===== src/rtl/apb_timer_array.sv =====
`timescale 1ns/1ps
// ---------------------------------------------------------------------------
// apb_timer_array
//
// Array of N_CH independent compare timers behind a zero-wait-state APB slave.
// Each channel occupies a 16-byte window at n*0x10:
//   0x0 CTRL   : [0] EN, [1] ONESHOT, [2] IRQ_EN, [15:8] PRESCALE
//   0x4 CNT    : counter, CNT_WIDTH bits, upper bits read 0
//   0x8 CMP    : compare value, CNT_WIDTH bits, upper bits read 0
//   0xC STATUS : [0] MATCH, write-1-to-clear
//
// Optional feature macro: APB_TIMER_ARRAY_PRESCALER_EN
//   defined   -> each channel has an 8-bit prescale counter; a tick occurs
//                when it equals CTRL.PRESCALE.
//   undefined -> PRESCALE reads 0 and ignores writes, a tick occurs on every
//                cycle with EN=1.
//
// Parameters:
//   N_CH           number of timer channels (1..8)
//   CNT_WIDTH      counter / compare width (8..32)
//   APB_ADDR_WIDTH width of PADDR
//
// Ports:
//   HCLK, HRESETn  clock, asynchronous active-low reset
//   PADDR, PWDATA, PWRITE, PSEL, PENABLE   APB request
//   PRDATA, PREADY, PSLVERR                APB response (PREADY tied 1)
//   irq_o          per-channel level interrupt = MATCH & IRQ_EN
// ---------------------------------------------------------------------------
module apb_timer_array #(
   parameter int N_CH           = 4,
   parameter int CNT_WIDTH      = 32,
   parameter int APB_ADDR_WIDTH = 12
) (
   input  logic                      HCLK,
   input  logic                      HRESETn,
   input  logic [APB_ADDR_WIDTH-1:0] PADDR,
   input  logic [31:0]               PWDATA,
   input  logic                      PWRITE,
   input  logic                      PSEL,
   input  logic                      PENABLE,
   output logic [31:0]               PRDATA,
   output logic                      PREADY,
   output logic                      PSLVERR,
   output logic [N_CH-1:0]           irq_o
);

   localparam logic [1:0] OFF_CTRL = 2'd0;
   localparam logic [1:0] OFF_CNT  = 2'd1;
   localparam logic [1:0] OFF_CMP  = 2'd2;
   localparam logic [1:0] OFF_STAT = 2'd3;

   // Address decode. PADDR[1:0] is ignored, so byte offsets 0xD..0xF alias
   // STATUS; the only illegal accesses are those to a missing channel.
   logic [31:0] ch_idx;
   logic [1:0]  reg_off;
   logic        ch_valid;
   logic        acc_en;
   logic        wr_en;

   assign ch_idx   = 32'(PADDR[APB_ADDR_WIDTH-1:4]);
   assign reg_off  = PADDR[3:2];
   assign ch_valid = (ch_idx < 32'(N_CH));
   assign acc_en   = PSEL & PENABLE;
   assign wr_en    = acc_en & PWRITE & ch_valid;

   assign PREADY  = 1'b1;
   assign PSLVERR = acc_en & ~ch_valid;

   // Per-channel readback words, gathered by the read mux below.
   logic [31:0] ctrl_rd [N_CH];
   logic [31:0] cnt_rd  [N_CH];
   logic [31:0] cmp_rd  [N_CH];
   logic [31:0] stat_rd [N_CH];

   for (genvar n = 0; n < N_CH; n++) begin : g_ch
      logic                 sel_ch;
      logic                 wr_ctrl;
      logic                 wr_cnt;
      logic                 wr_cmp;
      logic                 wr_stat;
      logic                 tick;
      logic                 hit;
      logic                 en_r;
      logic                 oneshot_r;
      logic                 irq_en_r;
      logic                 match_r;
      logic [CNT_WIDTH-1:0] cnt_r;
      logic [CNT_WIDTH-1:0] cmp_r;
      logic [7:0]           presc_rd;

      assign sel_ch  = wr_en & (ch_idx == 32'(n));
      assign wr_ctrl = sel_ch & (reg_off == OFF_CTRL);
      assign wr_cnt  = sel_ch & (reg_off == OFF_CNT);
      assign wr_cmp  = sel_ch & (reg_off == OFF_CMP);
      assign wr_stat = sel_ch & (reg_off == OFF_STAT);

`ifdef APB_TIMER_ARRAY_PRESCALER_EN
      logic [7:0] presc_r;
      logic [7:0] psc_cnt_r;

      assign tick     = en_r & (psc_cnt_r == presc_r);
      assign presc_rd = presc_r;

      always_ff @(posedge HCLK or negedge HRESETn) begin
         if (!HRESETn) begin
            presc_r <= 8'd0;
         end else if (wr_ctrl) begin
            presc_r <= PWDATA[15:8];
         end
      end

      // Held at 0 while disabled, so an EN 0->1 write always starts a
      // fresh prescale period without extra logic.
      always_ff @(posedge HCLK or negedge HRESETn) begin
         if (!HRESETn) begin
            psc_cnt_r <= 8'd0;
         end else if (!en_r || tick) begin
            psc_cnt_r <= 8'd0;
         end else begin
            psc_cnt_r <= psc_cnt_r + 8'd1;
         end
      end
`else
      assign tick     = en_r;
      assign presc_rd = 8'd0;
`endif

      // Match decision always uses the counter value before any APB write.
      assign hit = tick & (cnt_r == cmp_r);

      // CTRL: an APB write in the same edge as a one-shot stop wins.
      always_ff @(posedge HCLK or negedge HRESETn) begin
         if (!HRESETn) begin
            en_r      <= 1'b0;
            oneshot_r <= 1'b0;
            irq_en_r  <= 1'b0;
         end else if (wr_ctrl) begin
            en_r      <= PWDATA[0];
            oneshot_r <= PWDATA[1];
            irq_en_r  <= PWDATA[2];
         end else if (hit && oneshot_r) begin
            en_r      <= 1'b0;
         end
      end

      // CNT: APB write beats the tick update.
      always_ff @(posedge HCLK or negedge HRESETn) begin
         if (!HRESETn) begin
            cnt_r <= '0;
         end else if (wr_cnt) begin
            cnt_r <= PWDATA[CNT_WIDTH-1:0];
         end else if (hit) begin
            cnt_r <= '0;
         end else if (tick) begin
            cnt_r <= cnt_r + CNT_WIDTH'(1);
         end
      end

      always_ff @(posedge HCLK or negedge HRESETn) begin
         if (!HRESETn) begin
            cmp_r <= '0;
         end else if (wr_cmp) begin
            cmp_r <= PWDATA[CNT_WIDTH-1:0];
         end
      end

      // MATCH: a new match in the same edge as a W1C keeps the flag set.
      always_ff @(posedge HCLK or negedge HRESETn) begin
         if (!HRESETn) begin
            match_r <= 1'b0;
         end else if (hit) begin
            match_r <= 1'b1;
         end else if (wr_stat && PWDATA[0]) begin
            match_r <= 1'b0;
         end
      end

      assign ctrl_rd[n] = {16'd0, presc_rd, 5'd0, irq_en_r, oneshot_r, en_r};
      assign cnt_rd[n]  = 32'(cnt_r);
      assign cmp_rd[n]  = 32'(cmp_r);
      assign stat_rd[n] = {31'd0, match_r};
      assign irq_o[n]   = match_r & irq_en_r;
   end

   // Read mux: combinational, valid throughout the access phase. Illegal
   // channels fall through to zero.
   always_comb begin
      PRDATA = 32'd0;
      if (PSEL && ch_valid) begin
         for (int i = 0; i < N_CH; i++) begin
            if (ch_idx == 32'(i)) begin
               case (reg_off)
                  OFF_CTRL: PRDATA = ctrl_rd[i];
                  OFF_CNT:  PRDATA = cnt_rd[i];
                  OFF_CMP:  PRDATA = cmp_rd[i];
                  default:  PRDATA = stat_rd[i];
               endcase
            end
         end
      end
   end

   // Byte-lane address bits and write-data bits beyond the implemented
   // fields have no function.
   logic unused_bits;
   assign unused_bits = ^{PADDR[1:0], PWDATA};

endmodule

===== config.mk =====
export PLATFORM = sky130hd
export DESIGN_NAME = apb_timer_array
export DESIGN_NICKNAME = d
export VERILOG_FILES = /design/src/rtl/apb_timer_array.sv
export SDC_FILE = /design/constraint.sdc
export NUM_CORES = 1
export LEC_CHECK = 0
export CAP_MARGIN = 20
export CORE_MARGIN = 3
export CORE_UTILIZATION = 30
export CTS_BUF_LIST = sky130_fd_sc_hd__clkbuf_4 sky130_fd_sc_hd__clkbuf_8 sky130_fd_sc_hd__clkbuf_16
export DETAILED_ROUTE_END_ITERATION = 12
export REMOVE_ABC_BUFFERS = 1
export SLEW_MARGIN = 30
export SYNTH_ARGS = -nofsm -noshare
export SYNTH_HDL_FRONTEND = slang
export SYNTH_SLANG_ARGS = --single-unit

===== constraint.sdc =====
create_clock -name HCLK -period 3.82 [get_ports HCLK]
set_input_delay 0.764 -clock HCLK [delete_from_list [all_inputs] [get_ports HCLK]]
set_output_delay 0.764 -clock HCLK [all_outputs]
set_load 0.1 [all_outputs]

* Yosys cells after proc, flatten, opt, wreduce, memory -nomap -nowiden *
Index checks and enable logic that the tools add are counted.

word-level totals
  register bits after elaboration = 272
  input bits = 49
  output and inout port bits = 38
  word-level logic and storage cells = 132

cells by class
  $add $sub $neg = 4
  $lt $le $gt $ge = 1
  equality and inequality tests = 10
  multiplexer cells = 37
  bitwise operators = 33
  reduce and logical (&&, ||, !) cells = 23

operator list
  operator                                                                      number
  32-bit two-way mux                                                            17
  32-bit one-hot mux with 3 select lines                                        4
  32-bit by 1-bit adder with 32-bit output, second input constant               4
  32-bit equality test                                                          4
  1-bit AND                                                                     32
  32-bit logical NOT                                                            1
  8-bit by 2-bit equality test with 1-bit output, second input constant         2
  1-bit two-way mux                                                             16
  2-bit nonzero test                                                            8
  3-bit nonzero test                                                            4
  1-bit logical AND                                                             9
  8-bit by 1-bit equality test with 1-bit output, second input constant         1
  8-bit by 3-bit less-than comparator with 1-bit output, second input constant  1
  2-bit equality test, second input constant                                    2
  2-bit by 1-bit equality test with 1-bit output, second input constant         1
  2-bit logical NOT                                                             1
  1-bit NOT                                                                     1

* Depth between registers and ports, before layout *
  word-level depth = 8
  depth in mapped cells = 10
  gate-level depth less buffers = 8

* Least setup slack after synthesis *
OpenSTA, ideal clock, no wires.

  kind = input -> output
  from = input PADDR[3]
  to = output PRDATA[22]
  arrival time = 4.981 ns
  required time = 3.056 ns
  setup slack = -1.925 ns
  stages on the path = 8
  path buffers = 3
  cell sequence = clkbuf_1 nor2b_1 clkbuf_1 clkbuf_1 a22oi_1 a21oi_1 nor2_1 nor4_1

on the way
  word-level cells in the longest chain between the ends = 7
  elaborated cells between the ends (all ways) = 12
  those cells by class = eq/ne (2); mux (9); reduce/logical (1)

RTL lines
  what                                               RTL line  RTL
  from (decl)                                        36        input logic [APB_ADDR_WIDTH-1:0] PADDR,
  2-bit equality test, or another cell as far along  192       case (reg_off)
  32-bit one-hot mux with 3 select lines             192
  32-bit two-way mux (3 in series)                   191       if (ch_idx == 32'(i)) begin
  32-bit two-way mux (*)                             191
  32-bit two-way mux (*)                             189       if (PSEL && ch_valid) begin
  to (decl)                                          41        output logic [31:0] PRDATA,

Mark *: on every way between the ends. The rest lies on a longest branch, timed or not.

* Final worst setup path *
  from = input PADDR[11]
  to = output PRDATA[17]

on the way
  word-level cells in the longest chain between the ends = 6
  elaborated cells between the ends (all ways) = 11
  those cells by class = order compare (1); eq/ne (3); mux (5); reduce/logical (2)

RTL lines
  what                              RTL line
  32-bit logical NOT                191
  32-bit two-way mux (4 in series)  191
  32-bit two-way mux (*)            189

Marks and branches as above.

==> results.md <==
• 2 — endpoints failing setup
• 17,670 sq um — Synth Cell Area
• 0 — pins over their slew limit
• 0 — Hold Fails Final Rpt
• 2.319 mW — switching pwr
• 0.2896 — Sw Ratio
• 87 — count of pins on the block boundary
• sky130_fd_sc_hd__dfrtp_1 — most frequent standard cell in the layout excluding fill and tap cells
• 212.2 ps — worst hold-check slack
• 58,030 sq um — area inside the core boundary
• 0.398 — portion of total power attributed to sequential cells
• 0.3741 — Layout Utilization
• 7 — number of detailed-routing iterations run before antenna repair
• 261.2 uV — Peak VDD IR
• 973.1 ps — worst-margin pin slew
• 23.98 um — wire per inst
• -8.149 ps — crit path setup slack, layout
• 1,815 — iteration-0 DRC count of the detailed router
• clkdlybuf4s50_1 -> or4_4 -> nor3_4 -> buf_6 -> nand2_4 -> buf_12 -> clkbuf_16 -> nor3_2 -> buf_12 — sequence of cells on the critical path
• 16,450 — total via count after detailed routing
• 740 ps — internal reg-to-reg setup slack
• 67,250 um — Routed Wire Length
• 272 — count of clock tree sinks
• 248.7 um — Die Height
• 0.455 — Clk network pwr share
• 272 — number of flip-flops and latches in the synthesized netlist
• sky130_fd_sc_hd__or4_4 — slowest CP cell
• 9.026 nW — cell leakage power
• 2,070 — Final Net Count
• 2,737 — Cell Count Post-Placement
• 3828 ps — minimum clock period after layout
• 0 — # DRC
• 21,710 sq um — cell area after layout
• 0 — number of antenna cells inserted
• in2async — worst hold path class
• 261.2 MHz — highest clock frequency the design can meet
• yes — CTS tree
• 0 — number of synthesized flops with an enable pin
• 0.2087 — Overall Global Routing Usage
• -174.5 ps — post-placement setup slack
• 74 — maximum number of pins on one net before global-route repair
• 5.688 mW — Internal Pwr Total
• sky130_fd_sc_hd__dfrtp_1 — Synth Flop Type
• 83 — count of port buffers added during placement
• sky130_fd_sc_hd__buf_12 — cell mode on critical path
• 0 — total of max-cap violations
• finished, violations left — outcome
• 1,955 — Mapped Cells
• 15,870 — number of global-route vias before repair
• negative setup slack — violations in the final reports
• 61,850 sq um — die area
• 0.9352 — RePlAce Congestion
• 0 — number of hold buffers added after CTS
• 368.9 nW/um^2 — power density relative to cell area
• 1.000 — share of synthesized flip-flops with an asynchronous set or reset
• 1.002 — Final Cycle Share
• PRDATA[17] — capture point of the critical path
• true — RSZ-0062 raised after global routing
• 570 ps — clk_lat worst skew
• 36 — number of buffers created by CTS
• 0.147 — Logic pwr share
• in2out — critical path type
• 3 — maximum buffer depth of the clock tree
• 3060 ps — arrival time reported for the critical path endpoint
• sky130_fd_sc_hd__clkbuf_16 — clock root buffer
• 2,805 — number of standard cells in the final layout excluding fillers
• 0.2240 — ratio of cells with drive above 1 in the final layout
• 0 — remaining antenna violation count after routing
• g_ch[2].cnt_r[0] — endpoint of the worst-slack reg-to-reg timing path
• 3060 ps — endpoint required time on the critical path
• 5.865 — Vias/cell
• sky130_fd_sc_hd__dfrtp_1 (272), sky130_fd_sc_hd__nor2_1 (199), sky130_fd_sc_hd__mux2_2 (149) — commonest cells after routing, fill and taps aside
• 0.3492 — worst rel slew slack
• 0 — total overflow reported by the global router
• 0.3852 — Seq/Total Area, Yosys
• 570 ps — delay contributed by the slowest stage of the critical path
• 0 — initial antenna violation count
• 100,800 um — first-pass GRT wire length
• 50 ps — clock input transition at the sequential cells of the worst setup and hold paths
• 22.84% — area delta synth->final
• 0 — Warnings, synthesis
• 2 — number of levels the H-tree was split into
• 8 — count of cells along the worst register-to-register path
• g_ch[2].cnt_r[0] — critical register-to-register path startpoint
• 47,880 um — placed wire-length estimate
• 248.7 um — die boundary width
• input port — startpoint kind of the worst setup timing path
• 88 — std cell rows
• 0.3045 — Initial Utilization
• 20,110 sq um — Area after DPL
• 26.52 ps — Worst Skew
• 71 — Yosys cell types
• 9.038 sq um — average footprint of a synthesized cell
• output pin — critical path capture point type
• PADDR[11] — timing startpoint of the critical path
• 15 — largest fanout on the critical path
## power groups by stage
stage / logic (mW) / registers [mW] / clock network [mW]
after CTS: 1.16 / 3.18 / 3.70
after detailed placement: 1.15 / 3.23 / 0
final: 1.18 / 3.18 / 3.65
after global placement: 1.12 / 3.22 / 0
after floorplan: 0.601 / 3.17 / 0
after global routing: 1.27 / 3.21 / 3.82
## how the worst min path moves through the flow
stage / from / end / slack [ps] / depth (start not counted)
final: HRESETn / g_ch[0].cnt_r[15] / 210 / 1
after global routing: HRESETn / g_ch[0].cnt_r[15] / 250 / 1
after CTS: HRESETn / g_ch[0].cnt_r[15] / 220 / 1
after detailed placement: g_ch[0].irq_en_r / g_ch[0].irq_en_r / 520 / 1
after global placement: g_ch[0].irq_en_r / g_ch[0].irq_en_r / 510 / 1
after floorplan: HRESETn / g_ch[0].cmp_r[0] / 470 / 0
## metal layers
| layer | global-route usage | part of all wire | vias up |
|---|---|---|---|
| li1 | - | - | 7368 |
| met1 | 0.2976 | 0.45 | 8263 |
| met2 | 0.3258 | 0.45 | 699 |
| met3 | 0.02850 | 0.071 | 121 |
| met4 | 0.06870 | 0.033 | 0 |
| met5 | 0 | 0 | - |
## logic make-up (layout without fill, tap and decap cells)
group                      Yosys count  in the layout  share of synthesized area
other                                1              1                  0.0002122
and+or+nand+nor                    702            702                     0.2041
muxes                              173            173                     0.1122
adders and majority gates            4              4                   0.002833
buffers and inverters              205            290                    0.04971
AOI/OAI and AO/OA                  462            462                     0.1783
DFF                                272            272                     0.3852
xor gates and xnor gates           136            136                    0.06741
## Yosys cell counts (41+ instances only)
library cell               count  area share
sky130_fd_sc_hd__xnor2_1      41       0.020
sky130_fd_sc_hd__mux2_2      149       0.095
sky130_fd_sc_hd__a221oi_1    117       0.058
sky130_fd_sc_hd__nand4_1      44       0.016
sky130_fd_sc_hd__nor2_1      209       0.044
sky130_fd_sc_hd__a21oi_1      84       0.024
sky130_fd_sc_hd__dfrtp_1     272        0.39
sky130_fd_sc_hd__nand2_1     131       0.028
sky130_fd_sc_hd__o21ai_0     103       0.029
sky130_fd_sc_hd__clkbuf_1    127       0.027
sky130_fd_sc_hd__nand3_1      64       0.018
sky130_fd_sc_hd__xor2_1       95       0.047
sky130_fd_sc_hd__nor3_1       53       0.015
## metrics by stage
step / power [mW] / TNS, ps
3_3_place_gp: 4.347 / -598.3
2_1_floorplan: 3.775 / -321240
4_1_cts: 8.035 / -92.68
6_report: 8.007 / -14.68
5_1_grt: 8.297 / -814.3
3_5_place_dp: 4.376 / -875.3
## critical path: cells and delay by family
family / cells / cell delay, ps
AND/OR/NAND/NOR: 4 / 1170
buffers and inverters: 5 / 1110
## registers in the layout (all words and copies together) (netlist names)
name	flops
g_ch.cmp_r	128
g_ch.match_r	4
g_ch.irq_en_r	4
g_ch.en_r	4
g_ch.cnt_r	128
g_ch.oneshot_r	4
## repair_timing
| action | 4_1_cts | 5_1_grt |
|---|---|---|
| endpoints found under the setup margin | 20 | 22 |
| gates resized for setup | 16 | 32 |
| setup buffers | 0 | 6 |
| cloned | 0 | 1 |
| pin swaps | 0 | 2 |
## area by class of cell
cell class              count  area (sq um)
clock buffers              52          1101
clock inverters             9         152.6
fillers                  5722         36320
inverters                  21         78.83
multi-input cells        1478         10280
flip-flops and latches    272          6807
well taps                 765         957.2
repair buffers            208          2325
No activity file was read; power rests on OpenSTA's default activity.
